<file path="config.mk">
export PLATFORM = sky130hd
export DESIGN_NAME = vga_sync_gen_flat
export DESIGN_NICKNAME = d
export VERILOG_FILES = /design/src/rtl/vga_sync_gen_if.sv /design/src/rtl/vga_sync_gen.sv /design/src/flat_wrapper.sv
export SDC_FILE = /design/constraint.sdc
export NUM_CORES = 1
export LEC_CHECK = 0
export ABC_AREA = 1
export BUFFER_PORTS_ARGS = -buffer_cell sky130_fd_sc_hd__buf_2
export CORE_MARGIN = 1
export CORE_UTILIZATION = 46
export CTS_CLUSTER_DIAMETER = 60
export CTS_CLUSTER_SIZE = 14
export DETAILED_ROUTE_END_ITERATION = 7
export PLACE_DENSITY_LB_ADDON = 0.08
export SYNTH_ARGS = -nofsm -noshare
export SYNTH_HDL_FRONTEND = slang
export SYNTH_SLANG_ARGS = --single-unit
</file>
<file path="constraint.sdc">
create_clock -name clk -period 1.6 [get_ports clk]
set_clock_uncertainty 0.05 [all_clocks]
set_input_delay 0.16 -clock clk [delete_from_list [all_inputs] [get_ports clk]]
set_output_delay 0.16 -clock clk [all_outputs]
set_load 0.02 [all_outputs]
</file>
<file path="src/rtl/vga_sync_gen_if.sv">
// Video timing bundle: pixel enable in, sync/active/coordinate/pulse outputs.
interface vga_sync_gen_if #(
  parameter int unsigned CW = 10
);
  logic          en;
  logic          hsync;
  logic          vsync;
  logic          active;
  logic [CW-1:0] x;
  logic [CW-1:0] y;
  logic          line_start;
  logic          frame_start;

  // Timing generator side.
  modport master (
    input  en,
    output hsync, vsync, active, x, y, line_start, frame_start
  );

  // Consumer side (pattern generators, pin drivers).
  modport slave (
    output en,
    input  hsync, vsync, active, x, y, line_start, frame_start
  );
endinterface

</file>
<file path="src/rtl/vga_sync_gen.sv">
// Pixel-domain video timing generator: raster counters with registered decode.
// Outputs are decoded from the next counter values so every output describes
// exactly the (x,y) currently presented on x/y.
module vga_sync_gen #(
  parameter int unsigned H_ACTIVE = 640,
  parameter int unsigned H_FP     = 16,
  parameter int unsigned H_SYNC   = 96,
  parameter int unsigned H_BP     = 48,
  parameter int unsigned V_ACTIVE = 480,
  parameter int unsigned V_FP     = 10,
  parameter int unsigned V_SYNC   = 2,
  parameter int unsigned V_BP     = 33,
  parameter bit          HS_POL   = 1'b0,
  parameter bit          VS_POL   = 1'b0,
  parameter int unsigned CW       = 10
) (
  input  logic           clk,
  input  logic           rst_n,
  vga_sync_gen_if.master vif
);

  localparam int unsigned H_TOTAL = H_ACTIVE + H_FP + H_SYNC + H_BP;
  localparam int unsigned V_TOTAL = V_ACTIVE + V_FP + V_SYNC + V_BP;

  localparam logic [CW-1:0] H_LAST   = CW'(H_TOTAL - 1);
  localparam logic [CW-1:0] V_LAST   = CW'(V_TOTAL - 1);
  localparam logic [CW-1:0] H_VIS    = CW'(H_ACTIVE);
  localparam logic [CW-1:0] V_VIS    = CW'(V_ACTIVE);
  localparam logic [CW-1:0] HS_BEGIN = CW'(H_ACTIVE + H_FP);
  localparam logic [CW-1:0] HS_END   = CW'(H_ACTIVE + H_FP + H_SYNC);
  localparam logic [CW-1:0] VS_BEGIN = CW'(V_ACTIVE + V_FP);
  localparam logic [CW-1:0] VS_END   = CW'(V_ACTIVE + V_FP + V_SYNC);

  logic [CW-1:0] hc;
  logic [CW-1:0] vc;
  logic [CW-1:0] hc_nxt;
  logic [CW-1:0] vc_nxt;
  logic          hs_on_nxt;
  logic          vs_on_nxt;
  logic          active_nxt;
  logic          line_nxt;
  logic          frame_nxt;

  logic          hsync_q;
  logic          vsync_q;
  logic          active_q;
  logic          line_start_q;
  logic          frame_start_q;

  // Next raster position: wrap x at end of line, bump y only on that wrap.
  always_comb begin
    hc_nxt = hc;
    vc_nxt = vc;
    if (hc == H_LAST) begin
      hc_nxt = '0;
      if (vc == V_LAST) begin
        vc_nxt = '0;
      end else begin
        vc_nxt = vc + CW'(1);
      end
    end else begin
      hc_nxt = hc + CW'(1);
    end
  end

  // Decode the position about to be presented.
  always_comb begin
    hs_on_nxt  = (hc_nxt >= HS_BEGIN) && (hc_nxt < HS_END);
    vs_on_nxt  = (vc_nxt >= VS_BEGIN) && (vc_nxt < VS_END);
    active_nxt = (hc_nxt < H_VIS) && (vc_nxt < V_VIS);
    line_nxt   = (hc_nxt == '0);
    frame_nxt  = (hc_nxt == '0) && (vc_nxt == '0);
  end

  // Counters: park on the last position so the first enabled pixel is (0,0).
  always_ff @(posedge clk or negedge rst_n) begin
    if (!rst_n) begin
      hc <= H_LAST;
      vc <= V_LAST;
    end else if (vif.en) begin
      hc <= hc_nxt;
      vc <= vc_nxt;
    end
  end

  // Level outputs hold while en is low; sync levels are polarity-adjusted.
  always_ff @(posedge clk or negedge rst_n) begin
    if (!rst_n) begin
      hsync_q  <= ~HS_POL;
      vsync_q  <= ~VS_POL;
      active_q <= 1'b0;
    end else if (vif.en) begin
      hsync_q  <= hs_on_nxt ^ ~HS_POL;
      vsync_q  <= vs_on_nxt ^ ~VS_POL;
      active_q <= active_nxt;
    end
  end

  // Pulse outputs last one clock and are cleared on any cycle without en.
  always_ff @(posedge clk or negedge rst_n) begin
    if (!rst_n) begin
      line_start_q  <= 1'b0;
      frame_start_q <= 1'b0;
    end else begin
      line_start_q  <= vif.en & line_nxt;
      frame_start_q <= vif.en & frame_nxt;
    end
  end

  assign vif.x           = hc;
  assign vif.y           = vc;
  assign vif.hsync       = hsync_q;
  assign vif.vsync       = vsync_q;
  assign vif.active      = active_q;
  assign vif.line_start  = line_start_q;
  assign vif.frame_start = frame_start_q;

endmodule

</file>
<file path="src/flat_wrapper.sv">
// flat-port wrapper written by rule: the top's interface ports become plain ports
module vga_sync_gen_flat 
#(
  parameter int unsigned H_ACTIVE = 640,
  parameter int unsigned H_FP     = 16,
  parameter int unsigned H_SYNC   = 96,
  parameter int unsigned H_BP     = 48,
  parameter int unsigned V_ACTIVE = 480,
  parameter int unsigned V_FP     = 10,
  parameter int unsigned V_SYNC   = 2,
  parameter int unsigned V_BP     = 33,
  parameter bit          HS_POL   = 1'b0,
  parameter bit          VS_POL   = 1'b0,
  parameter int unsigned CW       = 10
)
  (clk, rst_n, vif_en, vif_hsync, vif_vsync, vif_active, vif_x, vif_y, vif_line_start, vif_frame_start);
  vga_sync_gen_if #(.CW(CW)) vif_i ();
  input  logic clk;
  input  logic rst_n;
  input wire logic [$bits(vif_i.en)-1:0] vif_en;
  output wire logic [$bits(vif_i.hsync)-1:0] vif_hsync;
  output wire logic [$bits(vif_i.vsync)-1:0] vif_vsync;
  output wire logic [$bits(vif_i.active)-1:0] vif_active;
  output wire logic [$bits(vif_i.x)-1:0] vif_x;
  output wire logic [$bits(vif_i.y)-1:0] vif_y;
  output wire logic [$bits(vif_i.line_start)-1:0] vif_line_start;
  output wire logic [$bits(vif_i.frame_start)-1:0] vif_frame_start;
  assign vif_i.en = vif_en;
  assign vif_hsync = vif_i.hsync;
  assign vif_vsync = vif_i.vsync;
  assign vif_active = vif_i.active;
  assign vif_x = vif_i.x;
  assign vif_y = vif_i.y;
  assign vif_line_start = vif_i.line_start;
  assign vif_frame_start = vif_i.frame_start;
  vga_sync_gen #(.H_ACTIVE(H_ACTIVE), .H_FP(H_FP), .H_SYNC(H_SYNC), .H_BP(H_BP), .V_ACTIVE(V_ACTIVE), .V_FP(V_FP), .V_SYNC(V_SYNC), .V_BP(V_BP), .HS_POL(HS_POL), .VS_POL(VS_POL), .CW(CW)) u_core (.clk(clk), .rst_n(rst_n), .vif(vif_i));
endmodule
</file>
Word-level counts from Yosys, hierarchy flattened
Index checks and enable logic that the tools add are counted.
- $add $sub $neg: 2
- multiply operators: 0
- divide/modulo/power cells: 0
- $lt $le $gt $ge: 6
- equality and inequality tests: 2
- shifts and indexed selects: 0
- mux-type cells: 3
- bitwise logic cells: 4
- reduce and logical (&&, ||, !) cells: 6
- operator list (cell ; number):
    $mux W10 ; 3
    $add A10 B1 Y10 const B ; 2
    $eq A10 B10 Y1 const B ; 2
    $logic_not A10 Y1 ; 2
    $lt A10 B10 Y1 const B ; 2
    $lt A10 B9 Y1 const B ; 2
    $ge A10 B10 Y1 const B ; 1
    $ge A10 B9 Y1 const B ; 1
    $logic_and A1 B1 Y1 ; 4
    $and A1 B1 Y1 ; 2
    $not A1 Y1 ; 2
- register bits after elaboration: 25
- bits in latches: 0
- bits in writable memories: 0
- ROM bits: 0
- bits of input ports: 3
- logic and storage cells: 30
- memories kept: 0

Depth between registers and ports, before layout
Gate-level depths: netlist of run 1.
- word-level depth: 6
- mapped depth: 14
- gate-level depth less buffers: 14

Worst setup path before layout of run 1
Ideal clock, no wire load.
- path kind: register to register
- from: reg u_core.hc[0], in the netlist u_core.vif.x[0]
- to: reg u_core.frame_start_q, in the netlist u_core.vif.frame_start
- library setup time: 0.069 ns
- data arrival time: 1.762 ns
- data required time: 1.481 ns
- path slack: -0.281 ns
- cell stages (with the launch flop): 11
- path buffers: 1
- clock period less this slack: 1.881 ns
- path through: dfstp_2 > ha_1 > nand4_2 > nor2_2 > buf_4 > nand4_1 > nand3_1 > inv_1 > nor2_1 > nand3_2 > nor2_2
- word-level cells in the longest chain between the ends: 5
- elaborated cells on any way between the ends: 8
- RTL lines (element ; RTL line ; source):
    start, declared ; vga_sync_gen.sv:34 ; logic [CW-1:0] hc;
    start signal, assigned ; vga_sync_gen.sv:81 ; hc <= hc_nxt;
    $add A10 B1 Y10 or $eq A10 B10 Y1 (tied branches) ; vga_sync_gen.sv:62, vga_sync_gen.sv:54 ;
    $mux W10 ; vga_sync_gen.sv:54 ; if (hc == H_LAST) begin
    $logic_not A10 Y1 ; vga_sync_gen.sv:72 ; frame_nxt = (hc_nxt == '0) && (vc_nxt == '0);
    $logic_and A1 B1 Y1 (*) ; vga_sync_gen.sv:72 ;
    $and A1 B1 Y1 (*) ; vga_sync_gen.sv:106 ; frame_start_q <= vif.en & frame_nxt;
    end signal, assigned ; vga_sync_gen.sv:106 ;
    end, declared ; vga_sync_gen.sv:48 ; logic frame_start_q;
Mark *: on every way between the ends. The rest lies on a longest branch, timed or not.
A chain may end at the register's enable or synchronous reset.

Worst setup path after layout of run 1
Same ends and word-level chain as after synthesis.

==> results of run 1 <==
[stage by stage]
stage	total power, mW	utilization	hold slack [ps]
floorplan	1.73	-	-186
global placement	2.39	0.651	142
detailed placement	2.41	0.651	143
CTS	2.86	0.690	84.5
global route	3.22	0.760	87.1
finish	2.99	0.760	88.9
[report_power, final]
group,switching [mW],leakage [nW],internal [mW]
combinational,0.892,1.16,0.728
sequential,0.184,0.296,0.819
clock,0.191,0.0228,0.178
total,1.27,1.48,1.72
[cells in the mapped netlist, types with 3 or more instances]
| library cell | n |
|---|---|
| nor2_2 | 4 |
| clkbuf_1 | 4 |
| dfrtp_1 | 13 |
| o21ai_0 | 19 |
| inv_1 | 33 |
| dfstp_2 | 12 |
| nor3_1 | 3 |
| nand2_1 | 101 |
| nand3_1 | 24 |
| nor2_1 | 23 |
| ha_1 | 4 |
| nand3_2 | 3 |
| nand4_1 | 6 |
[cells by family (layout without fill, tap and decap cells)]
logic type               count (synthesis)  in the layout  share of synthesized area
flip-flops                              25             25                      0.365
XOR/XNOR                                 1              1                    0.00500
AO/OA/AOI/OAI                           25             25                     0.0764
adder cells (fa/ha/maj)                  4              4                     0.0286
buffers and inverters                   40            143                     0.0899
AND/OR/NAND/NOR                        170            170                      0.435
[worst max-delay path, cell delays in order, from the launching register on]
cell	delay, ps
dfstp_2	570
ha_4	160
nand3_4	90
nor2_4	190
buf_6	140
nand2_4	50
nand2_4	80
nor2_4	40
nor2_2	120
nand3_1	100
nor2_2	150
nand3_2	80
nor2_2	100
[routing by layer]
metal / vias up / track usage
met3: 11 / 0.0250
met5: - / 0
met4: 0 / 0.0909
li1: 1048 / -
met1: 986 / 0.342
met2: 50 / 0.487
[timing repair]
| item | 4_1_cts | 5_1_grt |
|---|---|---|
| hold endpoints to repair | 13 | 0 |
| hold buffers | 1 | 0 |
| resized for setup | 22 | 48 |
| pin swaps | 10 | 20 |
| setup buffers | 4 | 14 |
| cloned | 0 | 1 |
| setup endpoints to repair | 20 | 21 |
[area by class of cell]
class                           instances  area [sq um]  area share
Multi-Input combinational cell        200          1150       0.414
Timing Repair Buffer                  105           757       0.272
Sequential cell                        25           641       0.230
Inverter                               34           128      0.0459
Tap cell                               48          60.1      0.0216
Clock buffer                            4          45.0      0.0162
[state kept, by name, summed over array words and instances (netlist names)]
| signal | count |
|---|---|
| u_core.vif.vsync | 1 |
| u_core.vif.x | 10 |
| u_core.vif.active | 1 |
| u_core.vif.line_start | 1 |
| u_core.vif.frame_start | 1 |
| u_core.vif.y | 10 |
| u_core.vif.hsync | 1 |
[final timing paths]
kind,cells after the start,slack [ps],from,endpoint
hold reg to reg,2,420,u_core.vif.vsync,u_core.vif.vsync
setup / recovery,12,-400,u_core.vif.x[0],u_core.vif.frame_start
hold / removal,2,90,vif_en,u_core.vif.x[2]
max in group asynchronous,2,750,rst_n,u_core.vif.hsync
min in group asynchronous,2,370,rst_n,u_core.vif.y[0]
setup reg to reg,12,-400,u_core.vif.x[0],u_core.vif.frame_start
==> results.sh, run 1 <==
export IMPL_setup_violations=19
export IMPL_nets=376
export IMPL_synthDistinctLibCells=24
export IMPL_dp_hpwl_mm=3.63
export IMPL_grt_max_degree=26
export IMPL_clockBufferDepth=2
export IMPL_io_pins=28
export IMPL_leakagePower_nw=1.48
export IMPL_synth_top_cell_by_area="nand2_1"
export IMPL_failed_checks="negative setup slack"
export IMPL_clkLatencyLatePin_ps=270
export IMPL_grt_overflow=0
export IMPL_synth_seq_cells=25
export IMPL_vdd_ir_drop_max_v=0.000930
export IMPL_max_freq_ghz=0.499
export IMPL_via_per_inst=5.04
export IMPL_fillers=289
export IMPL_finish_instance_area_sq_um=2780
export IMPL_wirelength_met1_mm=2.27
export IMPL_drt_iter0_drc=139
export IMPL_die_h_um=63.7
export IMPL_final_common_cell="nand2_1"
export IMPL_antenna_found_initial=0
export IMPL_vias=2095
export IMPL_grt_pass1_vias=1934
export IMPL_wl_per_cell_um=12.9
export IMPL_grt_total_usage=0.273
export IMPL_firstDrtPassIters=4
export IMPL_endpoint_kind="flip-flop"
export IMPL_core_area_sq_um=3660
export IMPL_path_max_fanout=5
export IMPL_p_per_area_nw_per_um2=1080
export IMPL_cts_buffers=3
export IMPL_final_antenna_net_count=0
export IMPL_synth_top_cells_by_area="nand2_1 22%, dfrtp_1 19%, dfstp_2 18%, inv_1 7.1%, nand3_1 6.9%"
export IMPL_min_period_ps=2000
export IMPL_fin_ws_ps=-404
export IMPL_final_max_slew_violation_count=0
export IMPL_grt_pass1_wl_mm=8.62
export IMPL_layout_common_cells="89 x nand2_1, 68 x buf_4, 30 x inv_1, 27 x buf_2, 18 x nand3_1"
export IMPL_start_kind="flip-flop"
export IMPL_num_antenna_cells=0
export IMPL_maxCapViolCount=0
export IMPL_dp_cells=393
export IMPL_clk_pin_slew_worst_paths_ps=90
export IMPL_cts_root_buffer="clkbuf_8"
export IMPL_finalNonFillerCells=416
export IMPL_syn_area_per_cell_sq_um=6.61
export IMPL_cp_arrival_ps=2150
export IMPL_hold_path_class="input port to flip-flop"
export IMPL_tightest_slew_ps=573
export IMPL_worstPathRequired_ps=1750
export IMPL_synth_nets=272
export IMPL_tns_ps=-4140
export IMPL_dpl_cell_area_sq_um=2380
export IMPL_rsz0062_at_grt="yes"
export IMPL_async_flop_share=1.00
export IMPL_rows=22
export IMPL_hold_violations=0
export IMPL_portBuffers=27
export IMPL_drcViolationCount=0
export IMPL_dp_slack_ps=-296
export IMPL_htree_levels=1
export IMPL_synth_edf_count=0
export IMPL_ys_warn_count=0
export IMPL_slew_headroom=0.618
export IMPL_cts_tree="yes"
export IMPL_synth_area_sq_um=1750
export IMPL_wl_met3_um=176
export IMPL_routed_top_layer="met4"
export IMPL_die_width_um=63.7
export IMPL_die_area_sq_um=4060
export IMPL_status="finished with violations"
export IMPL_post_route_period_util=1.25
export IMPL_ys_seq_area_frac=0.365
export IMPL_synth_main_ff_cell="dfrtp_1"
export IMPL_place_congestion=0.893
export IMPL_synth_top_area_frac=0.216
export IMPL_drt_wl_total_mm=5.36
export IMPL_syn_inst=265
export IMPL_cts_sinks=25
export IMPL_met2_length_mm=2.80
export IMPL_drive_gt1_frac=0.473
export IMPL_start_util=0.479
export IMPL_syn_to_final_growth_pct=58.7
export IMPL_critPathKind="flip-flop to flip-flop"
Power figures use the tool's default switching activity.
==> run 2: changes to the inputs <==
PLACE_DENSITY = 0.7   (was unset)
PLACE_DENSITY_LB_ADDON = unset   (was 0.08)
==> results.sh, run 2 (synthesis gave the netlist of run 1 again) <==
export IMPL_grt_pass1_vias=1915
export IMPL_status="finished with violations"
export IMPL_endpoint_kind="flip-flop"
export IMPL_clkLatencyLatePin_ps=270
export IMPL_drt_wl_total_mm=5.03
export IMPL_cp_arrival_ps=2020
export IMPL_hold_violations=0
export IMPL_dp_hpwl_mm=3.65
export IMPL_vias=2036
export IMPL_num_antenna_cells=0
export IMPL_nets=363
export IMPL_maxCapViolCount=0
export IMPL_syn_to_final_growth_pct=50.8
export IMPL_cts_tree="yes"
export IMPL_slew_headroom=0.613
export IMPL_path_cells="buf_4, nand4_1, nor2_1, buf_4, nand2_1, nand2_1, nand3_1, nand3_2, nor2_4, buf_4"
export IMPL_start_util=0.479
export IMPL_grt_total_usage=0.258
export IMPL_timing_rr_end="u_core.vif.line_start"
export IMPL_rows=22
export IMPL_tightest_slew_ps=580
export IMPL_worstPathRequired_ps=1720
export IMPL_place_congestion=0.916
export IMPL_cts_root_buffer="clkbuf_8"
export IMPL_portBuffers=27
export IMPL_max_freq_ghz=0.527
export IMPL_grt_pass1_wl_mm=8.25
export IMPL_holdPathStages=3
export IMPL_regToRegStartpoint="u_core.vif.x[1]"
export IMPL_critPathKind="flip-flop to flip-flop"
export IMPL_final_max_slew_violation_count=0
export IMPL_r2r_cells=10
export IMPL_vdd_ir_drop_max_v=0.00117
export IMPL_hold_end="u_core.vif.x[0]"
export IMPL_p_per_area_nw_per_um2=1140
export IMPL_failed_checks="negative setup slack"
export IMPL_rsz0062_at_grt="yes"
export IMPL_start_kind="flip-flop"
export IMPL_power_mw=3.00
export IMPL_drive_gt1_frac=0.417
export IMPL_r2r_slack_ps=-300
export IMPL_grt_max_degree=35
export IMPL_via_per_inst=5.05
export IMPL_drcViolationCount=0
export IMPL_min_period_ps=1900
export IMPL_htree_levels=1
export IMPL_antenna_found_initial=0
export IMPL_path_delay_family="simple AND/OR/NAND/NOR gates"
export IMPL_dp_cells=392
export IMPL_leakagePower_nw=1.40
export IMPL_cts_sinks=25
export IMPL_io_pins=28
export IMPL_die_h_um=63.7
export IMPL_finalNonFillerCells=403
export IMPL_cp_common_cell="buf_4"
export IMPL_clockBufferDepth=2
export IMPL_firstDrtPassIters=4
export IMPL_final_antenna_net_count=0
export IMPL_layout_common_cells="94 x nand2_1, 57 x buf_4, 30 x inv_1, 27 x buf_2, 22 x nand3_1"
export IMPL_setup_violations=18
export IMPL_grt_overflow=0
export IMPL_wl_per_cell_um=12.5
export IMPL_min_from="vif_en"
export IMPL_clk_pin_slew_worst_paths_ps=90
export IMPL_core_area_sq_um=3660
export IMPL_cp_depth=10
export IMPL_drt_iter0_drc=84
export IMPL_crit_buf_inv=3
export IMPL_die_area_sq_um=4060
export IMPL_cts_buffers=3
export IMPL_post_route_period_util=1.19
export IMPL_slowest_delay_ps=560
export IMPL_die_width_um=63.7
export IMPL_cp_slowest_cell="dfstp_2"
export IMPL_hold_path_class="input port to flip-flop"
export IMPL_fin_ws_ps=-296
export IMPL_final_common_cell="nand2_1"
export IMPL_path_max_fanout=6
## run 2: cell count changes in the layout (fill, tap and decap cells not counted), moves of 2 or more
cell,previous run,this run
nor2_2,13,7
buf_6,9,6
nand3_2,6,4
nand3_4,3,1
nor2_4,4,7
nand2_1,89,94
buf_4,68,57
o21ai_0,7,11
o21ai_2,5,2
nand3_1,18,22
nand2_2,10,5
nor2_1,12,15
## run 2: how the worst max path moves through the flow
stage | start | endpoint | slack [ps]
after floorplan | u_core.vif.x[1] | u_core.vif.frame_start | -200
after global placement | u_core.vif.x[1] | u_core.vif.hsync | -270
after detailed placement | u_core.vif.x[1] | u_core.vif.hsync | -250
after CTS | u_core.vif.x[0] | u_core.vif.frame_start | -270
after global routing | u_core.vif.x[1] | u_core.vif.x[9] | -400
final | u_core.vif.x[1] | u_core.vif.line_start | -300
## run 2: worst reg2reg max path: cells and delay by family, from the launching register on
family	cells	cell delay, ps
AND/OR/NAND/NOR	7	770
flip-flops	1	560
buffers and inverters	3	410
## run 2: metrics by stage
| stage | worst slack [ps] | area, sq um | utilization | hold WS, ps | TNS (ps) |
|---|---|---|---|---|---|
| detailed placement | -252 | 2390 | 0.652 | 136 | -2210 |
| global route | -402 | 2640 | 0.722 | 233 | -4800 |
| global placement | -273 | 2390 | 0.652 | 134 | -1630 |
| finish | -296 | 2640 | 0.722 | 230 | -2760 |
| floorplan | -197 | 1780 | - | -186 | -922 |
| CTS | -273 | 2520 | 0.688 | 234 | -2380 |
## run 2: layout make-up
class | count | area, sq um
tap | 48 | 60.1
sequential | 25 | 641
clock inverter | 1 | 5.00
multi-input combinational | 200 | 1110
clock buffer | 3 | 41.3
fill | 297 | 1020
timing repair buffer | 92 | 661
inverter | 34 | 128
## run 2: power by group
part           switching (mW)  internal (mW)  leakage (nW)  total (mW)
sequential              0.190          0.818         0.296        1.01
combinational           0.886          0.730          1.08        1.62
clock                   0.204          0.174        0.0255       0.379
total                    1.28           1.72          1.40        3.00
## run 2: per-layer routing
layer,part of all wire,up-vias,global-route usage
met5,0,-,0
met4,0.022,0,0.0824
met3,0.030,10,0.0232
met2,0.51,53,0.468
li1,-,1029,-
met1,0.44,944,0.319
## run 2: timing repair
action | in CTS | in global routing
endpoints found under the setup margin | 18 | 22
hold buffers | 1 | 0
pin swaps | 8 | 14
resized for setup | 17 | 32
hold endpoints to repair | 13 | 0
buffers inserted | 3 | 3
